**src/rtl/uart_rx_byte.sv**
```systemverilog
// rtl/uart_rx_byte.sv - 8N1 UART receiver with single-entry valid/ready output register
module uart_rx_byte #(
    parameter int CLK_FREQ_HZ  = 100_000_000,
    parameter int BAUD         = 115200,
    parameter int CLKS_PER_BIT = CLK_FREQ_HZ / BAUD
) (
    input  logic       clk,
    input  logic       rst,
    input  logic       rx,
    output logic [7:0] out_data,
    output logic       out_valid,
    input  logic       out_ready,
    output logic       frame_err,
    output logic       overrun,
    output logic       busy
);

    localparam int HALF  = CLKS_PER_BIT / 2;
    localparam int CNT_W = $clog2(CLKS_PER_BIT);

    localparam logic [CNT_W-1:0] CNT_BIT_LAST  = CNT_W'(CLKS_PER_BIT - 1);
    localparam logic [CNT_W-1:0] CNT_HALF_LAST = CNT_W'(HALF - 1);
    localparam logic [CNT_W-1:0] CNT_ONE       = CNT_W'(1);

    typedef enum logic [1:0] {
        IDLE  = 2'd0,
        START = 2'd1,
        DATA  = 2'd2,
        STOP  = 2'd3
    } state_t;

    logic             rx_meta;
    logic             rx_s;
    state_t           state;
    state_t           state_nxt;
    logic [CNT_W-1:0] cnt;
    logic [CNT_W-1:0] cnt_nxt;
    logic [2:0]       bit_idx;
    logic [2:0]       bit_idx_nxt;
    logic [7:0]       shift;
    logic [7:0]       shift_nxt;
    logic             complete;
    logic             stop_bad;

    // Two-flop synchronizer; idles high so reset never looks like a start bit
    always_ff @(posedge clk) begin
        if (rst) begin
            rx_meta <= 1'b1;
            rx_s    <= 1'b1;
        end else begin
            rx_meta <= rx;
            rx_s    <= rx_meta;
        end
    end

    // FSM state, bit timer, bit index and shift register
    always_ff @(posedge clk) begin
        if (rst) begin
            state   <= IDLE;
            cnt     <= '0;
            bit_idx <= 3'd0;
            shift   <= 8'h00;
        end else begin
            state   <= state_nxt;
            cnt     <= cnt_nxt;
            bit_idx <= bit_idx_nxt;
            shift   <= shift_nxt;
        end
    end

    // Next-state logic: START waits half a bit to land mid-bit, then every sample is a full bit apart
    always_comb begin
        state_nxt   = state;
        cnt_nxt     = cnt;
        bit_idx_nxt = bit_idx;
        shift_nxt   = shift;
        complete    = 1'b0;
        stop_bad    = 1'b0;
        case (state)
            IDLE: begin
                if (!rx_s) begin
                    state_nxt = START;
                    cnt_nxt   = '0;
                end
            end
            START: begin
                if (cnt == CNT_HALF_LAST) begin
                    cnt_nxt = '0;
                    if (!rx_s) begin
                        state_nxt   = DATA;
                        bit_idx_nxt = 3'd0;
                    end else begin
                        state_nxt = IDLE;
                    end
                end else begin
                    cnt_nxt = cnt + CNT_ONE;
                end
            end
            DATA: begin
                if (cnt == CNT_BIT_LAST) begin
                    cnt_nxt            = '0;
                    shift_nxt[bit_idx] = rx_s;
                    if (bit_idx == 3'd7) begin
                        state_nxt = STOP;
                    end else begin
                        bit_idx_nxt = bit_idx + 3'd1;
                    end
                end else begin
                    cnt_nxt = cnt + CNT_ONE;
                end
            end
            STOP: begin
                if (cnt == CNT_BIT_LAST) begin
                    cnt_nxt   = '0;
                    state_nxt = IDLE;
                    if (rx_s) begin
                        complete = 1'b1;
                    end else begin
                        stop_bad = 1'b1;
                    end
                end else begin
                    cnt_nxt = cnt + CNT_ONE;
                end
            end
            default: begin
                state_nxt = IDLE;
                cnt_nxt   = '0;
            end
        endcase
    end

    // Output register: a full register only accepts a new byte when it is drained in the same cycle
    always_ff @(posedge clk) begin
        if (rst) begin
            out_data  <= 8'h00;
            out_valid <= 1'b0;
            frame_err <= 1'b0;
            overrun   <= 1'b0;
        end else begin
            frame_err <= stop_bad;
            overrun   <= complete && out_valid && !out_ready;
            if (complete) begin
                if (!out_valid || out_ready) begin
                    out_data  <= shift;
                    out_valid <= 1'b1;
                end
            end else if (out_valid && out_ready) begin
                out_valid <= 1'b0;
            end
        end
    end

    assign busy = (state != IDLE);

endmodule

```
**config.mk**
```make
export PLATFORM = sky130hd
export DESIGN_NAME = uart_rx_byte
export DESIGN_NICKNAME = d
export VERILOG_FILES = /design/src/rtl/uart_rx_byte.sv
export SDC_FILE = /design/constraint.sdc
export NUM_CORES = 1
export LEC_CHECK = 0
export ABC_AREA = 0
export CAP_MARGIN = 20
export CORE_MARGIN = 2
export CORE_UTILIZATION = 44
export CTS_BUF_LIST = sky130_fd_sc_hd__clkbuf_8
export CTS_CLUSTER_DIAMETER = 80
export DETAILED_ROUTE_END_ITERATION = 12
export PLACE_DENSITY = 0.71
export SLEW_MARGIN = 20
export SYNTH_ARGS = -nofsm -noshare
export SYNTH_HDL_FRONTEND = slang
export SYNTH_SLANG_ARGS = --single-unit
```
**constraint.sdc**
```tcl
create_clock -name clk -period 1.9 [get_ports clk]
set_input_delay 0.38 -clock clk [delete_from_list [all_inputs] [get_ports clk]]
set_output_delay 0.38 -clock clk [all_outputs]
set_load 0.005 [all_outputs]
```
Word level (Yosys, flattened, before mapping)
Cells that the tools add are included.
- magnitude comparators: 2
- bitwise gates (word level): 2
- add/subtract/negate cells: 2
- reductions and logical operators: 18
- equality and inequality tests: 14
- mux-type cells: 26
- operators with widths (cell ; number):
    $mux W10 ; 3
    $pmux W10 S3 ; 1
    $ne A2 B2 Y1 const B ; 7
    $mux W2 ; 6
    $mux W3 ; 4
    $add A10 B1 Y10 const B ; 1
    $eq A10 B10 Y1 const B ; 1
    $eq A10 B9 Y1 const B ; 1
    $reduce_and A5 Y1 ; 2
    $bwmux W8 ; 1
    $mux W1 ; 8
    $pmux W2 S4 ; 1
    $pmux W3 S2 ; 1
    $reduce_and A2 Y1 ; 3
    $reduce_bool A2 Y1 ; 3
    $eq A2 B2 Y1 const B ; 2
    $logic_and A1 B1 Y1 ; 4
    $lt A3 B4 Y1 const B ; 1
    $add A3 B1 Y3 const B ; 1
    $demux W1 S3 ; 1
    $eq A3 B3 Y1 const B ; 1
    $ge A3 B1 Y1 const B ; 1
    $reduce_or A3 Y1 ; 1
    $eq A2 B1 Y1 const B ; 1
    other kinds (6) ; 8
- register bits: 36
- output and inout port bits: 12

Depth between registers and ports, before layout
- word-level depth: 5
- gate-level depth with buffers: 8

Worst setup path before layout
Ideal clock, no wire load.
- path kind: register to register
- from: reg cnt[0]
- to: reg shift[1]
- clock period less this slack: 2.005 ns
- path slack: -0.105 ns
- cell stages (with the launch flop): 8
- buffers on the path: 1
- arrival: 1.877 ns
- cell sequence: dfxtp_1 -> ha_1 -> nand3_1 -> or4_4 -> buf_6 -> nor4_4 -> mux2i_1 -> nor2_1
- longest elaborated chain between the ends: 2
- ends and longest elaborated chain (item ; RTL line ; source):
    start, declared ; 36 ; logic [CNT_W-1:0] cnt;
    start signal, assigned ; 65 ; cnt <= cnt_nxt;
    $eq A10 B10 Y1 ; 100 ; if (cnt == CNT_BIT_LAST) begin
    $reduce_and A2 Y1 (no source line) ; - ;
    end signal, assigned ; 67 ; shift <= shift_nxt;
    end, declared ; 40 ; logic [7:0] shift;
Every way passes these cells.
A chain may end at the register's enable or synchronous reset.

Final worst setup path
- from: reg cnt[4]
- to: reg shift[0]
Same word-level chain as after synthesis.

==> impl_metrics.py <==
metrics = {
    "outcome": {
        "status": "completed",
    },
    "synthesis": {
        "synth_warnings": 0,
        "postSynthCellCount": 193,
        "syn_nets": 201,
        "netlist_area_sq_um": 1720,
        "syn_area_per_cell_sq_um": 8.91,
        "ys_seq_area_share_pct": 41.9,
        "yosysUniqueCellTypes": 44,
        "ys_ff_latch": 36,
    },
    "critical_path": {
        "regToRegSetupSlack_ns": 0.008,
        "critPathKind": "flip-flop to flip-flop",
        "reg2reg_from": "cnt[4]",
        "crit_fanout": 6,
        "rr_endpoint": "shift[0]",
        "required_ns": 2.07,
        "cp.arrival_ns": 2.06,
        "endpoint": "shift[0]",
        "startpoint": "cnt[4]",
        "rr_worst_depth": 5,
        "cp-end-kind": "flip-flop",
        "start_kind": "flip-flop",
    },
    "route": {
        "vias": 1438,
        "wl_per_cell_um": 12.6,
        "drc": 0,
        "drt-initial-drc-count": 52,
        "detail_route.first_pass.iterations": 4,
        "antenna_left": 0,
        "routed_wirelength_um": 3480,
        "via_per_inst": 5.21,
    },
    "job": {
        "drv_cap": 0,
    },
    "placement": {
        "dpl.hpwl_um": 2460,
        "portBuffers": 15,
        "place_area_sq_um": 2060,
        "globalplace.congestion": 0.798,
        "pre_cts_ws_ns": -0.0203,
    },
    "final_layout": {
        "syn2layout_area_growth_pct": 29.0,
        "antenna_cells": 0,
        "nNetsFinal": 235,
        "drive_gt1_share_pct": 21.9,
        "multiInputGateArea_sq_um": 967,
        "seq_area_sq_um": 726,
        "fillers": 343,
        "final_cell_area_sq_um": 2220,
        "finish.utilization_pct": 59.7,
    },
    "global_route": {
        "overflow": 0,
        "grt_pass1_wl_um": 5690,
        "first_global_vias": 1265,
        "grt.total_usage_pct": 17.3,
        "grt_max_degree": 24,
        "antenna_found_initial": 0,
    },
    "timing": {
        "setup_ws_ns": 0.00774,
        "slew_violations": 0,
        "hold_viol_final": 0,
        "fin_crit_sh_pct": 99.6,
        "layout_min_cycle_time_ns": 1.89,
        "fin_skew_ns": 0.00860,
        "rsz0062_at_grt": "yes",
        "relSlewSlack_pct": 72.9,
        "setup_violations": 0,
        "max_freq_mhz": 528,
        "tightest_slew_ns": 0.407,
    },
    "pwr": {
        "power_per_cell_area_nw_per_um2": 661,
        "finalPower_uw": 1470,
        "leakage_uw": 0.000782,
        "ir_drop_mv": 0.499,
    },
    "floorplan": {
        "start_util_pct": 46.3,
        "top_level_ports": 16,
        "dieArea_sq_um": 4420,
        "rows": 22,
        "die_h_um": 66.5,
        "fp.coreArea_sq_um": 3720,
        "die_w_um": 66.5,
    },
    "clocking": {
        "cts_tree": "yes",
        "htreeDepth": 2,
        "clock_sinks": 36,
        "cts_made_buffers": 5,
        "cts-root-buf": "clkbuf_8",
        "hold_buffers": 0,
        "clk_pin_slew_ns": 0.07,
        "clk_path_buf_depth": 2,
        "clk_latency_ns": 0.28,
    },
    "min_path": {
        "hold_start": "rx_meta",
        "hold_class": "flip-flop to flip-flop",
    },
}
==> state kept, by name, summed over array words and instances (netlist names), named ones only <==
| signal | flops |
|---|---|
| frame_err | 1 |
| cnt | 10 |
| bit_idx | 3 |
| overrun | 1 |
| out_valid | 1 |
| out_data | 8 |
| shift | 8 |
| rx_meta | 1 |
| state | 1 |
| rx_s | 1 |
==> cell families after synthesis <==
kind of cell | synth area share (%)
simple gates | 29.0
flops | 41.9
compound gates | 12.4
buf+inv | 4.58
mux | 8.15
fa+ha+maj | 2.91
xor+xnor | 1.02
==> power by group <==
| group | switching, uW | internal [uW] |
|---|---|---|
| sequential | 3.60 | 759 |
| combinational | 31.6 | 26.8 |
| clock | 261 | 384 |
| total | 296 | 1170 |
==> through the flow <==
stage / setup TNS (ns) / hold slack, ns / instances
after floorplan: 0 / 0.389 / 193
after global placement: 0 / 0.394 / 267
after detailed placement: -0.0203 / 0.393 / 267
after CTS: 0 / 0.412 / 275
after global routing: -0.214 / 0.429 / 276
final: 0 / 0.410 / 276
==> synth_stat cells, drive strengths merged <==
library cell | number | area, sq um
nand4b | 1 | 8.76
and3 | 4 | 25.0
o31ai | 2 | 20.0
nor3 | 6 | 40.0
nor2 | 28 | 105
nand2 | 11 | 41.3
nand3 | 8 | 40.0
clkbuf | 6 | 22.5
a211oi | 2 | 15.0
nand4 | 2 | 12.5
a31oi | 5 | 31.3
o21ai | 4 | 20.0
a311oi | 1 | 8.76
a22o | 2 | 17.5
or3b | 2 | 20.0
nor4 | 5 | 58.8
mux2i | 14 | 140
a21oi | 14 | 73.8
or2 | 3 | 18.8
ha | 4 | 50.1
xnor2 | 2 | 17.5
nand2b | 6 | 37.5
a41oi | 2 | 17.5
a2bb2oi | 1 | 8.76
nand3b | 1 | 7.51
inv | 6 | 22.5
nor3b | 2 | 15.0
dfxtp | 36 | 721
and2 | 1 | 6.26
buf | 5 | 33.8
or4 | 4 | 37.5
or3 | 1 | 6.26
nand4bb | 1 | 11.3
or2b | 1 | 7.51
==> placed cells by master (no fill, tap or decap), types with 3 or more instances in the layout <==
cell | synthesis | layout
nand2b_1 | 6 | 6
o21ai_0 | 4 | 4
clkbuf_8 | 0 | 5
mux2i_1 | 14 | 14
a31oi_1 | 5 | 5
nand2_1 | 11 | 11
nor2_1 | 28 | 28
dfxtp_2 | 0 | 4
dfxtp_1 | 36 | 32
nor3_1 | 4 | 4
nand3_1 | 8 | 7
a21oi_1 | 13 | 13
and3_1 | 4 | 4
buf_4 | 1 | 22
ha_1 | 4 | 3
clkdlybuf4s50_1 | 0 | 15
or4_4 | 2 | 3
inv_1 | 6 | 7
==> layer usage <==
| metal | wire length [um] | vias to the layer above | GRT usage (%) | part of all wire (%) |
|---|---|---|---|---|
| li1 | - | 752 | - | - |
| met1 | 1850 | 655 | 23.5 | 53 |
| met2 | 1440 | 26 | 25.3 | 41 |
| met3 | 123 | 5 | 4.73 | 3.5 |
| met4 | 70 | 0 | 8.42 | 2.0 |
| met5 | 0 | - | 0 | 0 |
==> layout make-up <==
cell class	count	share of cell area [%]
Multi-Input combinational cell	140	43.6
Sequential cell	36	32.7
Timing Repair Buffer	38	15.1
Clock buffer	5	3.10
Tap cell	48	2.71
Clock inverter	3	1.75
Inverter	6	1.02
==> what timing repair did <==
action                                  CTS  global route
gates resized for setup                   2             7
pin swaps                                 1             4
setup buffers                             0             1
cloned                                    0             0
endpoints found under the setup margin    3            16
==> worst min-delay path by stage <==
| stage | slack [ns] | to | depth (start not counted) |
|---|---|---|---|
| after floorplan | 0.39 | rx_s | 1 |
| after global placement | 0.39 | rx_s | 1 |
| after detailed placement | 0.39 | rx_s | 1 |
| after CTS | 0.41 | rx_s | 1 |
| after global routing | 0.43 | rx_s | 1 |
| final | 0.41 | rx_s | 1 |
==> critical path, stage by stage (launching register included) <==
cell and delay, ns:
dfxtp_2 0.33, or3b_4 0.43, or4_4 0.55, nor4_4 0.17, mux2i_1 0.24, nor2_1 0.05
Power figures use the tool's default switching activity.
